**src/rtl/buff_uart_host.sv**
```systemverilog
// Bus master for the buffered UART register port: polls status, drains RX bytes
// into a valid/ready stream and pushes bytes from a valid/ready stream into TX.
module buff_uart_host #(
   parameter int width          = 8,
   parameter int address_width  = 4,
   parameter int rx_address     = 0,
   parameter int tx_address     = 1,
   parameter int status_address = 2,
   parameter int rx_avail_bit   = 0,
   parameter int tx_full_bit    = 1,
   parameter int read_latency   = 1
) (
   input  logic                     clock,
   input  logic                     reset,
   output logic                     read_enable,
   output logic                     write_enable,
   output logic [address_width-1:0] active_address,
   output logic [width-1:0]         bus_wdata,
   input  logic [width-1:0]         bus_rdata,
   input  logic [width-1:0]         tx_data,
   input  logic                     tx_valid,
   output logic                     tx_ready,
   output logic [width-1:0]         rx_data,
   output logic                     rx_valid,
   input  logic                     rx_ready
);

   localparam int CountWidth = (read_latency > 1) ? $clog2(read_latency) : 1;

   typedef enum logic [2:0] {
      STATUS_RD,
      STATUS_WAIT,
      DECIDE,
      RX_RD,
      RX_WAIT,
      TX_WR
   } state_t;

   state_t                   r_state;
   logic [CountWidth-1:0]    r_waitCount;
   logic                     r_statusRxAvail;
   logic                     r_statusTxFull;
   logic [width-1:0]         r_hold;
   logic                     r_holdFull;
   logic                     r_lastServedRx;
   logic                     r_readEnable;
   logic                     r_writeEnable;
   logic [address_width-1:0] r_activeAddress;
   logic [width-1:0]         r_busWdata;
   logic [width-1:0]         r_rxData;
   logic                     r_rxValid;

   logic w_waitDone;
   logic w_rxGo;
   logic w_txGo;
   logic w_serveRx;

   assign w_waitDone = (r_waitCount == CountWidth'(read_latency - 1));
   assign w_rxGo     = r_statusRxAvail && !r_rxValid;
   assign w_txGo     = r_holdFull && !r_statusTxFull;
   // On a tie the side that was not served last goes first.
   assign w_serveRx  = w_rxGo && (!w_txGo || !r_lastServedRx);

   assign read_enable    = r_readEnable;
   assign write_enable   = r_writeEnable;
   assign active_address = r_activeAddress;
   assign bus_wdata      = r_busWdata;
   assign rx_data        = r_rxData;
   assign rx_valid       = r_rxValid;
   assign tx_ready       = !r_holdFull;

   // Strobes are registered and raised on the edge that enters their state, so the
   // reset-time STATUS_RD spends one extra cycle raising its own strobe.
   always_ff @(posedge clock or posedge reset) begin
      if (reset) begin
         r_state         <= STATUS_RD;
         r_waitCount     <= '0;
         r_statusRxAvail <= 1'b0;
         r_statusTxFull  <= 1'b0;
         r_hold          <= '0;
         r_holdFull      <= 1'b0;
         r_lastServedRx  <= 1'b0;
         r_readEnable    <= 1'b0;
         r_writeEnable   <= 1'b0;
         r_activeAddress <= address_width'(status_address);
         r_busWdata      <= '0;
         r_rxData        <= '0;
         r_rxValid       <= 1'b0;
      end else begin
         if (r_rxValid && rx_ready) begin
            r_rxValid <= 1'b0;
         end
         if (tx_valid && !r_holdFull) begin
            r_hold     <= tx_data;
            r_holdFull <= 1'b1;
         end

         case (r_state)
            STATUS_RD: begin
               if (r_readEnable) begin
                  r_readEnable <= 1'b0;
                  r_waitCount  <= '0;
                  r_state      <= STATUS_WAIT;
               end else begin
                  r_readEnable    <= 1'b1;
                  r_activeAddress <= address_width'(status_address);
               end
            end
            STATUS_WAIT: begin
               if (w_waitDone) begin
                  r_statusRxAvail <= bus_rdata[rx_avail_bit];
                  r_statusTxFull  <= bus_rdata[tx_full_bit];
                  r_state         <= DECIDE;
               end else begin
                  r_waitCount <= r_waitCount + CountWidth'(1);
               end
            end
            DECIDE: begin
               if (w_serveRx) begin
                  r_readEnable    <= 1'b1;
                  r_activeAddress <= address_width'(rx_address);
                  r_state         <= RX_RD;
               end else if (w_txGo) begin
                  r_writeEnable   <= 1'b1;
                  r_activeAddress <= address_width'(tx_address);
                  r_busWdata      <= r_hold;
                  r_state         <= TX_WR;
               end else begin
                  r_readEnable    <= 1'b1;
                  r_activeAddress <= address_width'(status_address);
                  r_state         <= STATUS_RD;
               end
            end
            RX_RD: begin
               r_readEnable <= 1'b0;
               r_waitCount  <= '0;
               r_state      <= RX_WAIT;
            end
            RX_WAIT: begin
               if (w_waitDone) begin
                  r_rxData        <= bus_rdata;
                  r_rxValid       <= 1'b1;
                  r_lastServedRx  <= 1'b1;
                  r_readEnable    <= 1'b1;
                  r_activeAddress <= address_width'(status_address);
                  r_state         <= STATUS_RD;
               end else begin
                  r_waitCount <= r_waitCount + CountWidth'(1);
               end
            end
            TX_WR: begin
               r_writeEnable   <= 1'b0;
               r_holdFull      <= 1'b0;
               r_lastServedRx  <= 1'b0;
               r_readEnable    <= 1'b1;
               r_activeAddress <= address_width'(status_address);
               r_state         <= STATUS_RD;
            end
            default: begin
               r_readEnable  <= 1'b0;
               r_writeEnable <= 1'b0;
               r_state       <= STATUS_RD;
            end
         endcase
      end
   end

endmodule

```
**config.mk**
```make
export PLATFORM = sky130hd
export DESIGN_NAME = buff_uart_host
export DESIGN_NICKNAME = d
export VERILOG_FILES = /design/src/rtl/buff_uart_host.sv
export SDC_FILE = /design/constraint.sdc
export NUM_CORES = 1
export LEC_CHECK = 0
export CAP_MARGIN = 15
export CELL_PAD_IN_SITES_DETAIL_PLACEMENT = 1
export CELL_PAD_IN_SITES_GLOBAL_PLACEMENT = 2
export CORE_MARGIN = 5
export CORE_UTILIZATION = 32
export CTS_CLUSTER_DIAMETER = 200
export DETAILED_ROUTE_END_ITERATION = 7
export PLACE_DENSITY_LB_ADDON = 0.1
export SYNTH_ARGS = -nofsm -noshare
export SYNTH_HDL_FRONTEND = slang
export SYNTH_SLANG_ARGS = --single-unit
```
**constraint.sdc**
```tcl
create_clock -name clock -period 3.3 [get_ports clock]
set_input_delay 0.66 -clock clock [delete_from_list [all_inputs] [get_ports clock]]
set_output_delay 0.66 -clock clock [all_outputs]
set_load 0.02 [all_outputs]
```
==> metrics.md <==
| Metric | Value |
|---|---|
| Slowest-stage cell, CP | clkdlybuf4s50_1 |
| Hold Buf Count CTS | 0 |
| Initial antenna violation count | 0 |
| Pre-antenna DRT Iters | 3 |
| Root buf cell | clkbuf_8 |
| Largest net degree at the start of global routing | 37 |
| Vias in the first global route | 1199 |
| # setup viols final | 0 |
| Sequential cell area | 902 um2 |
| Row cnt | 24 |
| Slew of the pin with the lowest slew margin | 0.745 ns |
| Diode count | 0 |
| Crit path max-delay family | buffers and inverters |
| Pins over their slew limit | 0 |
| CORE AREA | 4440 um2 |
| Share of layout cells above drive strength 1 | 26.6% |
| Final hold slack | 0.507 ns |
| Initial drt markers | 48 |
| DR vias/cell | 4.90 |
| Commonest cells after routing, fill and taps aside | 41 x clkdlybuf4s50_1, 35 x dfrtp_1, 26 x mux2_2, 8 x nor2_1 |
| Proportion of synthesized chip area in sequential cells | 60.3% |
| Req. time, crit path | 2.64 ns |
| Crit path cell chain | clkdlybuf4s50_1 |
| Area Growth Syn to Fin | 37.3% |
| RSZ-0062 raised after global routing | no |
| Clock sinks | 36 |
| Fin crit share | 63.6% |
| Crit Reg-Reg Startpoint | r_state[1] |
| Sequential power share | 38.3% |
| Detailed-route wire length per cell | 15.9 um |
| Worst reg2reg path depth | 4 |
| Total Routing Usage GR | 12.3% |
| Crit. End Element | output port |
| Critical Path Start | active_address[1] |
| Starting Density | 33.7% |
| Final ANT Viol Nets | 0 |
| # DRC | 0 |
| Die span in y | 78.4 um |
| Clk buf depth | 2 |
| H-tree Lvls | 2 |
| Worst setup SP type | flip-flop |
| WP buf/inv | 1 |
| Gpl congestion | 0.686 |
| Setup TNS | 0 ns |
| Clock Latency Late Sink | 0.29 ns |
| Final Hold Viols | 0 |
| Hpwl dp | 2450 um |
| Post-synthesis sequential element count | 36 |
| LEAKAGE | 0.880 nW |
| Clock share of power | 18.1% |
| Post-CTS Setup Inserts | 0 |
| Post-Route WL | 3350 um |
| Area after DPL | 1950 um2 |
| Min cycle time layout | 2.10 ns |
| Slowest cell delay on critical path | 0.60 ns |
| Hold Path Depth | 1 |
| Critical path depth | 1 |
| CTS tree | built |
| Status | completed |
| Critical path type | reg2out |
| Synthesis Warnings | 0 |
| Netlist Area Pre-Place | 1500 um2 |
| Area occupied by multi-input gates | 539 um2 |
| First-pass GRT wire length | 5820 um |
| Most common cell after layout, fill and taps aside | clkdlybuf4s50_1 |
| Cell count after synthesis | 113 |
| Final Cell Area | 2050 um2 |
| Max cap viols | 0 |
| Reg2reg setup slack | 1.73 ns |
| IO Pins | 44 |
| Switch Pwr | 0.760 mW |
| Placed cells | 202 |
| Die ar. | 6140 um2 |
| Post-cts resize count | 0 |
| FF-to-FF End | rx_data[5] |
| Cts bufs inserted | 5 |
| Grt ovf | 0 |
| Reg clk slew, reported paths | 0.08 ns |
| Die Wd | 78.4 um |
| Clock Skew | 0.00494 ns |
| Post-synth cell types | 28 |
| Syn_area_per_cell | 13.2 um2 |
| Slew HR | 50.2% |
| Routed vias | 1029 |
| Maximum vdd drop | 0.398 mV |
| Worst hold-check path type | reg2reg |
| Setup crit end | active_address[1] |
| Switching Fraction | 35.6% |
| Final Non-Filler Cells | 210 |
| IO buf count | 41 |
| Overall Power | 2.14 mW |
| Internal power | 1.38 mW |
| Worst Path Max Fanout | 3 |
| Combinational share of power | 43.6% |
| Power Density | 1040 nW/um2 |
| Worst path arrival time | 1.44 ns |
| Number of fillers in the final layout | 465 |
| Fmax | 477 MHz |
| Nets@finish | 177 |
cells by family after synthesis:
logic type / synth area share [%]
AOI/OAI and AO/OA: 6.19
DFF: 60.3
muxes: 19.6
buffers and inverters: 3.93
other: 0.251
and+or+nand+nor: 9.78
registers in the layout, summed over array words and instances (netlist names), 2 cells and up:
| signal | count |
|---|---|
| bus_wdata | 8 |
| rx_data | 8 |
| r_state | 3 |
| active_address | 2 |
| r_hold | 8 |
metal layers:
metal | vias up | track usage, % | wire length (um)
met5 | - | 0 | 0
met4 | 0 | 5.77 | 66
met3 | 6 | 5.49 | 213
li1 | 474 | - | -
met1 | 520 | 14.1 | 1490
met2 | 29 | 19.6 | 1580
through the flow:
stage | utilization, % | setup WS [ns]
2_1_floorplan | - | 1.77
3_3_place_gp | 43.8 | 1.05
3_5_place_dp | 43.8 | 0.980
4_1_cts | 46.2 | 1.19
5_1_grt | 46.2 | 1.14
6_report | 46.2 | 1.20
final cells by class:
| type | instances | share of cell area [%] |
|---|---|---|
| Multi-Input combinational cell | 66 | 26.2 |
| Timing Repair Buffer | 42 | 20.3 |
| Tap cell | 52 | 3.17 |
| Sequential cell | 36 | 43.9 |
| Clock inverter | 2 | 1.71 |
| Clock buffer | 6 | 3.53 |
| Inverter | 6 | 1.10 |
power groups by stage:
stage	clock, mW	combinational (mW)	sequential, mW
after CTS	0.399	0.948	0.823
after global routing	0.416	1.01	0.851
after global placement	0	0.919	0.817
after detailed placement	0	0.942	0.831
after floorplan	0	0.485	0.905
final	0.385	0.931	0.818
synth_stat cells:
master	count	share of area, %
nor2_1	8	2.0
a31oi_1	1	0.42
a21boi_4	1	1.3
a221oi_1	1	0.59
nand3_1	2	0.67
nor3_1	3	1.0
conb_1	1	0.25
a21o_1	1	0.50
nand3_4	1	1.2
nor4_1	1	0.42
inv_1	5	1.3
nor2b_1	2	0.84
dfstp_2	1	1.8
mux2_2	26	20
a21oi_1	3	1.0
dfrtp_1	35	59
buf_4	3	1.5
nand2_1	3	0.75
or3b_2	1	0.59
nor2_4	1	0.75
buf_2	2	0.67
clkbuf_1	1	0.25
a32o_1	1	0.67
o22ai_1	1	0.42
and2b_2	2	1.2
inv_2	1	0.25
and2_1	1	0.42
o21ai_0	4	1.3
worst min path at each step:
stage | startpoint | slack, ns | end
after floorplan | r_lastServedRx | 0.47 | r_lastServedRx
final | r_hold[7] | 0.51 | bus_wdata[7]
after global placement | r_statusTxFull | 0.49 | r_statusTxFull
after detailed placement | r_hold[0] | 0.49 | bus_wdata[0]
after global routing | r_hold[3] | 0.53 | bus_wdata[3]
after CTS | r_hold[0] | 0.51 | r_hold[0]
No activity file was read; power rests on OpenSTA's default activity.
